<file path="config.mk">
export PLATFORM = sky130hd
export DESIGN_NAME = stat_bcd_converter
export DESIGN_NICKNAME = d
export VERILOG_FILES = /design/src/rtl/draw_pkg.sv /design/src/rtl/bcd_dabble_step.sv /design/src/rtl/stat_bcd_converter.sv
export SDC_FILE = /design/constraint.sdc
export NUM_CORES = 1
export LEC_CHECK = 0
export CAP_MARGIN = 20
export CORE_ASPECT_RATIO = 0.5
export CORE_MARGIN = 4
export CORE_UTILIZATION = 40
export CTS_CLUSTER_DIAMETER = 80
export DETAILED_ROUTE_END_ITERATION = 10
export HOLD_SLACK_MARGIN = 0.08
export PLACE_DENSITY = 0.64
export SLEW_MARGIN = 10
export SYNTH_ARGS = -nofsm -noshare
export SYNTH_HDL_FRONTEND = slang
export SYNTH_SLANG_ARGS = --single-unit
</file>
<file path="constraint.sdc">
create_clock -name Clk -period 1.8 [get_ports Clk]
set_clock_uncertainty 0.1 [all_clocks]
set_input_delay 0.36 -clock Clk [delete_from_list [all_inputs] [get_ports Clk]]
set_output_delay 0.36 -clock Clk [all_outputs]
set_load 0.01 [all_outputs]
</file>
<file path="src/rtl/draw_pkg.sv">
// -----------------------------------------------------------------------------
// draw_pkg
// Shared definitions for the HUD draw path: BCD digit type, the code the
// sprite stage substitutes for blanked digits, and the converter FSM states.
// No ports (package).
// -----------------------------------------------------------------------------
package draw_pkg;

    localparam int DIGIT_W = 4;

    typedef logic [DIGIT_W-1:0] bcd_t;

    // Substituted for a digit by the sprite stage when its BlankMask bit is set.
    localparam bcd_t BLANK_CODE = 4'hF;

    typedef enum logic [1:0] {
        ST_IDLE,
        ST_SHIFT,
        ST_DONE
    } conv_state_e;

endpackage

</file>
<file path="src/rtl/bcd_dabble_step.sv">
// -----------------------------------------------------------------------------
// bcd_dabble_step
// One combinational double-dabble iteration on a {BCD, BIN} shift register:
// every BCD nibble >= 5 gets +3 (4-bit, no carry into the next nibble), then
// the whole register shifts left by one. The bit leaving the MSD is dropped.
// Ports:
//   sh_i  in   NUM_DIGIT*4+BIN_W   current shift register {BCD field, BIN field}
//   sh_o  out  NUM_DIGIT*4+BIN_W   register after add-3 and left shift
// -----------------------------------------------------------------------------
module bcd_dabble_step
    import draw_pkg::*;
#(
    parameter int NUM_DIGIT = 3,
    parameter int BIN_W     = 10
) (
    input  logic [NUM_DIGIT*DIGIT_W+BIN_W-1:0] sh_i,
    output logic [NUM_DIGIT*DIGIT_W+BIN_W-1:0] sh_o
);

    logic [NUM_DIGIT*DIGIT_W+BIN_W-1:0] adj;

    always_comb begin
        adj = sh_i;
        for (int k = 0; k < NUM_DIGIT; k++) begin
            if (sh_i[BIN_W + k*DIGIT_W +: DIGIT_W] >= 4'd5) begin
                adj[BIN_W + k*DIGIT_W +: DIGIT_W] = sh_i[BIN_W + k*DIGIT_W +: DIGIT_W] + 4'd3;
            end
        end
        sh_o = adj << 1;
    end

endmodule

</file>
<file path="src/rtl/stat_bcd_converter.sv">
// -----------------------------------------------------------------------------
// stat_bcd_converter
// Sequential binary-to-BCD converter for HUD stat values. One conversion per
// Start request; results are registered and held until the next conversion
// completes, so the downstream sprite stage sees stable digits all frame.
// Ports:
//   Clk        in   1              system clock
//   Reset      in   1              synchronous active-high reset
//   Start      in   1              conversion request (level sampled)
//   Value      in   BIN_W          binary value, sampled at the load edge
//   Digits     out  NUM_DIGIT x 4  BCD digits, [NUM_DIGIT-1] is the MSD
//   BlankMask  out  NUM_DIGIT      1 = leading zero digit; bit 0 always 0
//   Overflow   out  1              last converted Value exceeded 10**NUM_DIGIT-1
//   Valid      out  1              one-cycle pulse when results update
//   Busy       out  1              conversion in flight
// -----------------------------------------------------------------------------
module stat_bcd_converter
    import draw_pkg::*;
#(
    parameter int NUM_DIGIT = 3,
    parameter int BIN_W     = $clog2(10**NUM_DIGIT)
) (
    input  logic                 Clk,
    input  logic                 Reset,
    input  logic                 Start,
    input  logic [BIN_W-1:0]     Value,
    output bcd_t [NUM_DIGIT-1:0] Digits,
    output logic [NUM_DIGIT-1:0] BlankMask,
    output logic                 Overflow,
    output logic                 Valid,
    output logic                 Busy
);

    localparam int          BCD_W   = NUM_DIGIT * DIGIT_W;
    localparam int          SH_W    = BCD_W + BIN_W;
    localparam int          CNT_W   = $clog2(BIN_W + 1);
    localparam int unsigned MAX_VAL = 10**NUM_DIGIT - 1;
    localparam logic [NUM_DIGIT-1:0] MASK_RST = {{(NUM_DIGIT-1){1'b1}}, 1'b0};

    typedef bcd_t [NUM_DIGIT-1:0] digits_t;

    // Out-of-range values report all 9s rather than a truncated conversion.
    function automatic digits_t saturate(input digits_t raw, input logic ovf);
        digits_t res;
        res = raw;
        if (ovf) begin
            for (int k = 0; k < NUM_DIGIT; k++) begin
                res[k] = 4'd9;
            end
        end
        return res;
    endfunction

    // Bit k set when digit k and every more significant digit are zero; the
    // units digit is always drawn so a value of 0 still shows "0".
    function automatic logic [NUM_DIGIT-1:0] blank_mask(input digits_t d);
        logic [NUM_DIGIT-1:0] m;
        logic                 all_zero;
        m        = '0;
        all_zero = 1'b1;
        for (int k = NUM_DIGIT - 1; k >= 1; k--) begin
            all_zero = all_zero && (d[k] == 4'd0);
            m[k]     = all_zero;
        end
        return m;
    endfunction

    conv_state_e          state_q, state_d;
    logic [CNT_W-1:0]     cnt_q, cnt_d;
    logic [SH_W-1:0]      sh_q, sh_d, sh_step;
    logic                 ovf_cur_q, ovf_cur_d;
    logic                 pend_q, pend_d;
    digits_t              digits_q, digits_d;
    logic [NUM_DIGIT-1:0] mask_q, mask_d;
    logic                 ovf_q, ovf_d;
    logic                 valid_q, valid_d;
    logic                 load;
    digits_t              result;

    bcd_dabble_step #(
        .NUM_DIGIT (NUM_DIGIT),
        .BIN_W     (BIN_W)
    ) u_step (
        .sh_i (sh_q),
        .sh_o (sh_step)
    );

    assign result = saturate(sh_q[SH_W-1 -: BCD_W], ovf_cur_q);

    always_comb begin
        state_d   = state_q;
        cnt_d     = cnt_q;
        sh_d      = sh_q;
        ovf_cur_d = ovf_cur_q;
        pend_d    = pend_q;
        digits_d  = digits_q;
        mask_d    = mask_q;
        ovf_d     = ovf_q;
        valid_d   = 1'b0;
        load      = 1'b0;

        case (state_q)
            ST_IDLE: begin
                // A Start that arrived during DONE is still served from here.
                if (Start || pend_q) begin
                    load   = 1'b1;
                    pend_d = 1'b0;
                end
            end
            ST_SHIFT: begin
                if (Start) begin
                    pend_d = 1'b1;
                end
                sh_d  = sh_step;
                cnt_d = cnt_q - CNT_W'(1);
                if (cnt_q == CNT_W'(1)) begin
                    state_d = ST_DONE;
                end
            end
            ST_DONE: begin
                valid_d  = 1'b1;
                digits_d = result;
                mask_d   = blank_mask(result);
                ovf_d    = ovf_cur_q;
                if (pend_q) begin
                    // The queued request samples Value now, at its own load edge.
                    load   = 1'b1;
                    pend_d = 1'b0;
                end else begin
                    state_d = ST_IDLE;
                    pend_d  = Start;
                end
            end
            default: begin
                state_d = ST_IDLE;
            end
        endcase

        if (load) begin
            state_d   = ST_SHIFT;
            sh_d      = {{BCD_W{1'b0}}, Value};
            cnt_d     = CNT_W'(BIN_W);
            ovf_cur_d = (32'(Value) > MAX_VAL);
        end
    end

    always_ff @(posedge Clk) begin
        if (Reset) begin
            state_q   <= ST_IDLE;
            cnt_q     <= '0;
            sh_q      <= '0;
            ovf_cur_q <= 1'b0;
            pend_q    <= 1'b0;
            digits_q  <= '0;
            mask_q    <= MASK_RST;
            ovf_q     <= 1'b0;
            valid_q   <= 1'b0;
        end else begin
            state_q   <= state_d;
            cnt_q     <= cnt_d;
            sh_q      <= sh_d;
            ovf_cur_q <= ovf_cur_d;
            pend_q    <= pend_d;
            digits_q  <= digits_d;
            mask_q    <= mask_d;
            ovf_q     <= ovf_d;
            valid_q   <= valid_d;
        end
    end

    assign Digits    = digits_q;
    assign BlankMask = mask_q;
    assign Overflow  = ovf_q;
    assign Valid     = valid_q;
    assign Busy      = (state_q != ST_IDLE);

endmodule

</file>
==> impl_metrics.tcl, run 1 <==
set metrics [dict create \
    critPathMaxStageDelay_ns 0.37 \
    synth_cells 268 \
    grt_max_degree 24 \
    drc 0 \
    num_io_pins 31 \
    htree_levels 2 \
    reg2reg_from "state_q[1]" \
    hp-start "Digits[5]" \
    gp_congestion 0.823 \
    diodes 0 \
    rr_endpoint "sh_q[15]" \
    finalPower_mw 2.53 \
    setup.worst_path.class "reg2reg" \
    critPathBufInv 2 \
    clk_pin_slew_ns 0.07 \
    power_density_nw_per_um2 845 \
    yosysWarnings 0 \
    synth_cell_types 40 \
    hold_end "Digits[5]" \
    clkSinkCount 46 \
    layout_common_cells "44 x dfxtp_1, 39 x nor2_1, 28 x clkdlybuf4s50_1" \
    vias 1928 \
    die_w_um 115 \
    crit_slowest_cell "dfxtp_4" \
    design.die.area_um2 7080 \
    max_freq_ghz 0.567 \
    hold_viol_final 0 \
    cts_buffer_depth 2 \
    port_buffers 29 \
    die_y_um 61.5 \
    cts-root-buf "clkbuf_16" \
    layout.nets 332 \
    synth-edff-count 0 \
    path_max_fanout 8 \
    cts_buffers 5 \
    period_share 0.979 \
    synth_area_um2 2290 \
    rows 19 \
    fillers 511 \
    syn-mean-instance-area_um2 8.55 \
    rsz0062_at_grt "yes" \
    seqCellArea_um2 926 \
    critical_path_cell_count 7 \
    dpl.hpwl_um 3330 \
    cts_tree "built" \
    ys_async_sr_fraction 0 \
    slew_headroom 0.655 \
    ff2ff_path_depth 7 \
    multi_input_area_um2 1270 \
    syn_nets 294 \
    stdcell_count 380 \
    timing.hold.ws_ns 0.366 \
    place_area_um2 2690 \
    placedCellCount 364 \
    grt_pass1_wl_um 7710 \
    tightest_slew_ns 0.517 \
    p_leak_nw 1.09 \
    synth_flop_cell "dfxtp_1" \
    first_global_vias 1718 \
    track_usage 0.137 \
    drt_iter0_markers 64 \
    layout-drive-gt1-share 0.160 \
    syn_to_final_growth_pct 30.7 \
    hold_depth 2 \
    ant_nets 0 \
    cap_violations 0 \
    ir_worst_vdd_v 0.000421 \
    wl_um 4860 \
    ff2ff_setup_slack_ns 0.04 \
    critPathCaptureType "register" \
    critical-path-top-delay-family "compound AO/OA/AOI/OAI gates" \
    dr.pass1.iters 4 \
    design.core.area_um2 5520 \
    setup_viol 0 \
    wl_per_cell_um 12.8 \
    grt-ovfl-total 0 \
    clock_latency_ns 0.29 \
    status "finished clean" \
    antenna_found_initial 0 \
    hold_path_class "reg2reg" \
    arrival_ns 1.87 \
    start_util 0.415 \
    final_common_cell "dfxtp_1" \
    worstPathCellList "inv_1 > ha_4 > a21o_1 > a22oi_4 > nand2b_4 > buf_4 > a31oi_1" \
    cp.required_ns 1.91 \
    seq_area_frac_synth 0.402 \
    slew_violations 0 \
    worst_setup_path_start_kind "register" \
    synth-seq-cells 46 \
    final_cell_area_um2 2990 \
    period_minus_slack_ns 1.76 \
    via_per_inst 5.07 \
]
stage by stage:
| step | setup TNS (ns) | setup WS, ns | util |
|---|---|---|---|
| floorplan | 0 | 0.0636 | - |
| global placement | -0.00741 | -0.00741 | 0.487 |
| detailed placement | -0.385 | -0.0910 | 0.487 |
| CTS | 0 | 0.0288 | 0.518 |
| global route | -0.196 | -0.0401 | 0.543 |
| finish | 0 | 0.0379 | 0.543 |
per-layer routing:
metal / track usage / share of wire / up-vias / routed length [µm]
li1: - / - / 1004 / -
met1: 0.172 / 0.49 / 884 / 2390
met2: 0.235 / 0.46 / 32 / 2240
met3: 0.0304 / 0.033 / 8 / 161
met4: 0.0552 / 0.015 / 0 / 71
met5: 0 / 0 / - / 0
worst min-delay path: stages (launching register included):
cell and delay [ns]:
dfxtp_1 0.31, nand2_1 0.06, a21oi_1 0.05
worst max path at each step:
stage	startpoint	endpoint	slack, ns
6_report	state_q[1]	sh_q[15]	0.04
5_1_grt	state_q[1]	sh_q[15]	-0.04
4_1_cts	state_q[0]	sh_q[0]	0.03
3_5_place_dp	state_q[1]	sh_q[12]	-0.09
3_3_place_gp	Start	sh_q[12]	-0.007
2_1_floorplan	state_q[0]	sh_q[2]	0.06
registers in the layout, indices dropped and copies added, names as in the netlist:
register,count
BlankMask,2
Digits,12
Overflow,1
Valid,1
cnt_q,4
ovf_cur_q,1
pend_q,1
sh_q,22
state_q,2
cell usage after synthesis (all sizes together), types with 4 or more instances:
cell type,n,area share
nand2,23,0.038
nor2b,8,0.022
nand2b,4,0.012
nor3,4,0.0087
o21ai,10,0.022
clkbuf,6,0.0098
inv,14,0.023
buf,13,0.033
ha,13,0.071
or3,4,0.011
mux2i,12,0.052
a21oi,21,0.046
dfxtp,46,0.40
nand3,5,0.011
a211oi,21,0.086
nor2,39,0.064
logic make-up after synthesis:
group                      Yosys count  synth area share
adders and majority gates           13            0.0710
DFF                                 46             0.402
and+or+nand+nor                     95             0.192
AOI/OAI and AO/OA                   65             0.204
other                                1           0.00164
xor gates and xnor gates             3            0.0115
muxes                               12            0.0524
buffers and inverters               33            0.0655
power breakdown:
part / leakage, nW / switching, mW / total, mW / internal, mW
logic: 0.636 / 0.192 / 0.389 / 0.197
registers: 0.375 / 0.0304 / 1.09 / 1.06
clock network: 0.0771 / 0.393 / 1.05 / 0.656
what timing repair did:
item | CTS | global route
resized for setup | 4 | 16
gates cloned | 0 | 1
pin swaps | 0 | 2
hold buffers | 0 | 0
endpoints found under the setup margin | 11 | 13
setup buffers | 0 | 7
area by class of cell:
class                           count  area share
Clock buffer                        6      0.0430
Clock inverter                      2      0.0125
Inverter                           14      0.0176
Multi-Input combinational cell    189       0.423
Sequential cell                    46       0.309
Tap cell                           73      0.0305
Timing Repair Buffer               50       0.164
Power figures use the tool's default switching activity.
==> inputs of run 2 (changes only) <==
ABC_AREA = 1   (was default)
CORE_ASPECT_RATIO = 2   (was 0.5)
CTS_CLUSTER_DIAMETER = default   (was 80)
PLACE_DENSITY = 0.63   (was 0.64)
==> run 2 against run 1 <==
Critical path depth shrank 3. Sequential cell count is the same. Via count up 10%. Area after synthesis rose by 2.6%. Final area fell by 4.3%. Count of clock-buffer cells in the layout grew 1. Power grew 11%. Hold slack worse by 0.0044 ns. Combinational power grew 81%. Critical path type is now reg2out. Highest routed layer unchanged.
==> impl_metrics.tcl, run 2 <==
set metrics [dict create \
    wl_per_cell_um 12.7 \
    clkPwrFrac 0.331 \
    p_switching_uw 867 \
    synth_cell_types 26 \
    wl_um 5440 \
    clock_latency_ns 0.29 \
    dpl.hpwl_um 4120 \
    start_util 0.412 \
    yosysWarnings 0 \
    setup.worst_path.class "reg2out" \
    layout.nets 391 \
    grt-ovfl-total 0 \
    synth-xor-area-share 0 \
    critical-path-top-delay-family "buffers and inverters" \
    synth-seq-cells 46 \
    hold_viol_final 0 \
    arrival_ns 1.23 \
    p_sw_frac 0.309 \
    synthTopCellsByArea "dfxtp_1 39%, nand2_1 15%, ha_1 6.9%, inv_1 6.2%, a21oi_1 6.2%" \
    synth_area_um2 2350 \
    crit_slowest_cell "dfxtp_4" \
    slew_violations 0 \
    synth_cells 332 \
    critPathMaxStageDelay_ns 0.37 \
    synth_top_area_cell "dfxtp_1" \
    synth_fa_ha_area_frac 0.0692 \
    die_y_um 116 \
    setup_viol 0 \
    via_per_inst 4.99 \
    largest_reg_flops 22 \
    cap_violations 0 \
    muxShareOfSynthArea 0 \
    power_density_nw_per_um2 981 \
    synth-simple-area-share 0.297 \
    dr.pass1.iters 4 \
    synth.top_cell.area_share 0.392 \
    critPathBufInv 3 \
    first_global_vias 2152 \
    htree_levels 2 \
    final_util 0.502 \
    post-synth-top-count-cell "nand2_1" \
    place_area_um2 2710 \
    synth_flop_cell "dfxtp_1" \
    finalPower_mw 2.81 \
    final_cell_area_um2 2860 \
    grt_pass1_wl_um 9270 \
    internal_power_mw 1.94 \
    rsz0062_at_grt "no" \
    max_freq_ghz 0.591 \
    design.core.area_um2 5710 \
    diodes 0 \
    drt_iter0_markers 83 \
    critPathCaptureType "primary output" \
    grt_max_degree 18 \
    seq_area_frac_synth 0.392 \
    gp_congestion 0.836 \
    ys_async_sr_fraction 0 \
    setup-tns-final_ns 0 \
    cp.required_ns 1.34 \
    path_max_fanout 5 \
    ant_nets 0 \
    syn_to_final_growth_pct 21.8 \
    cts-root-buf "clkbuf_16" \
    syn_nets 358 \
    setup_ws_ns 0.107 \
    clkSinkCount 46 \
    clk_pin_slew_ns 0.06 \
    regMostFlops "sh_q" \
    die_w_um 62.2 \
    worstPathCellList "inv_1 > ha_1 > inv_2 > dlygate4sd2_1" \
    num_io_pins 31 \
    design.die.area_um2 7240 \
    antenna_found_initial 0 \
    ys_top_cells_by_count "94 x nand2_1, 46 x dfxtp_1, 39 x inv_1, 37 x nor2_1, 29 x a21oi_1" \
    ir_worst_vdd_v 0.000743 \
    hold_path_class "reg2reg" \
    worst_setup_path_start_kind "register" \
    cts_buffer_depth 2 \
    synth-edff-count 0 \
    synth_top_family_by_area "simple AND/OR/NAND/NOR gates" \
    drc 0 \
    layout_common_cells "94 x nand2_1, 44 x dfxtp_1, 38 x inv_1" \
    port_buffers 29 \
    status "finished clean" \
    period_minus_slack_ns 1.69 \
    pwr-share-seq 0.418 \
    vias 2130 \
    final_common_cell "nand2_1" \
    pwr-share-comb 0.251 \
    cts_tree "built" \
    layout-drive-gt1-share 0.0902 \
    period_share 0.941 \
    hold_buffers 0 \
    cts_buffers 5 \
    syn-mean-instance-area_um2 7.08 \
    synth_compound_area_frac 0.127 \
    track_usage 0.160 \
    p_leak_nw 1.22 \
    rows 39 \
    dpl_worst_slack_ns 0.0111 \
]
==> run 2: cell count changes after synthesis, sizes merged, moves of 4 or more <==
cell    delta
o21ai      +5
inv       +28
nand2b     -4
nor2b      -8
o211ai     +6
a21oi      +9
nand2     +74
a211oi    -19
mux2i     -12
nand3     +18
or3        -4
clkbuf     -4
==> run 2: cells by family after synthesis <==
group	Yosys count
AND/OR/NAND/NOR	163
buffers and inverters	56
AO/OA/AOI/OAI	53
flip-flops	46
adder cells (fa/ha/maj)	13
other	1
==> run 2: power by group through the flow <==
stage	clock network, mW	registers [mW]	logic [mW]
2_1_floorplan	0	1.18	0.527
3_3_place_gp	0	1.19	0.694
3_5_place_dp	0	1.19	0.710
4_1_cts	0.967	1.17	0.711
5_1_grt	0.994	1.19	0.813
6_report	0.929	1.17	0.706
==> run 2: tightest hold or removal path, stage by stage, from the launching register on <==
cell and delay, ns:
dfxtp_1 0.31, nand2_1 0.06, a21oi_1 0.05
==> run 2: per-stage QoR <==
step	hold WS [ns]	instances
detailed placement	0.354	419
global placement	0.348	419
finish	0.362	427
CTS	0.364	427
floorplan	0.339	332
global route	0.386	427
==> run 2: routing by layer <==
layer | vias to the layer above | GRT usage | share of wire
met3 | 12 | 0.0318 | 0.037
met2 | 44 | 0.316 | 0.56
li1 | 1110 | - | -
met5 | - | 0 | 0
met4 | 0 | 0.101 | 0.031
met1 | 964 | 0.143 | 0.37
==> run 2: layout make-up <==
type / instances / area, µm²
Multi-Input combinational cell: 230 / 1160
Inverter: 42 / 163
Timing Repair Buffer: 40 / 388
Fill cell: 583 / 2850
Clock inverter: 1 / 5.00
Clock buffer: 7 / 143
Sequential cell: 46 / 926
Tap cell: 61 / 76.3
==> run 2: final timing paths <==
check | from | endpoint | slack [ns] | cells past startpoint
max | state_q[1] | Busy | 0.11 | 4
min | sh_q[15] | Digits[5] | 0.36 | 2
max reg2reg | state_q[1] | sh_q[11] | 0.17 | 11
min reg2reg | sh_q[15] | Digits[5] | 0.36 | 2
==> run 2: timing repair <==
| item | 4_1_cts | 5_1_grt |
|---|---|---|
| buffers inserted | 0 | 0 |
| resized for setup | 2 | 4 |
| pin swaps | 0 | 0 |
| endpoints found under the hold margin | 0 | 0 |
| setup endpoints to repair | 1 | 14 |
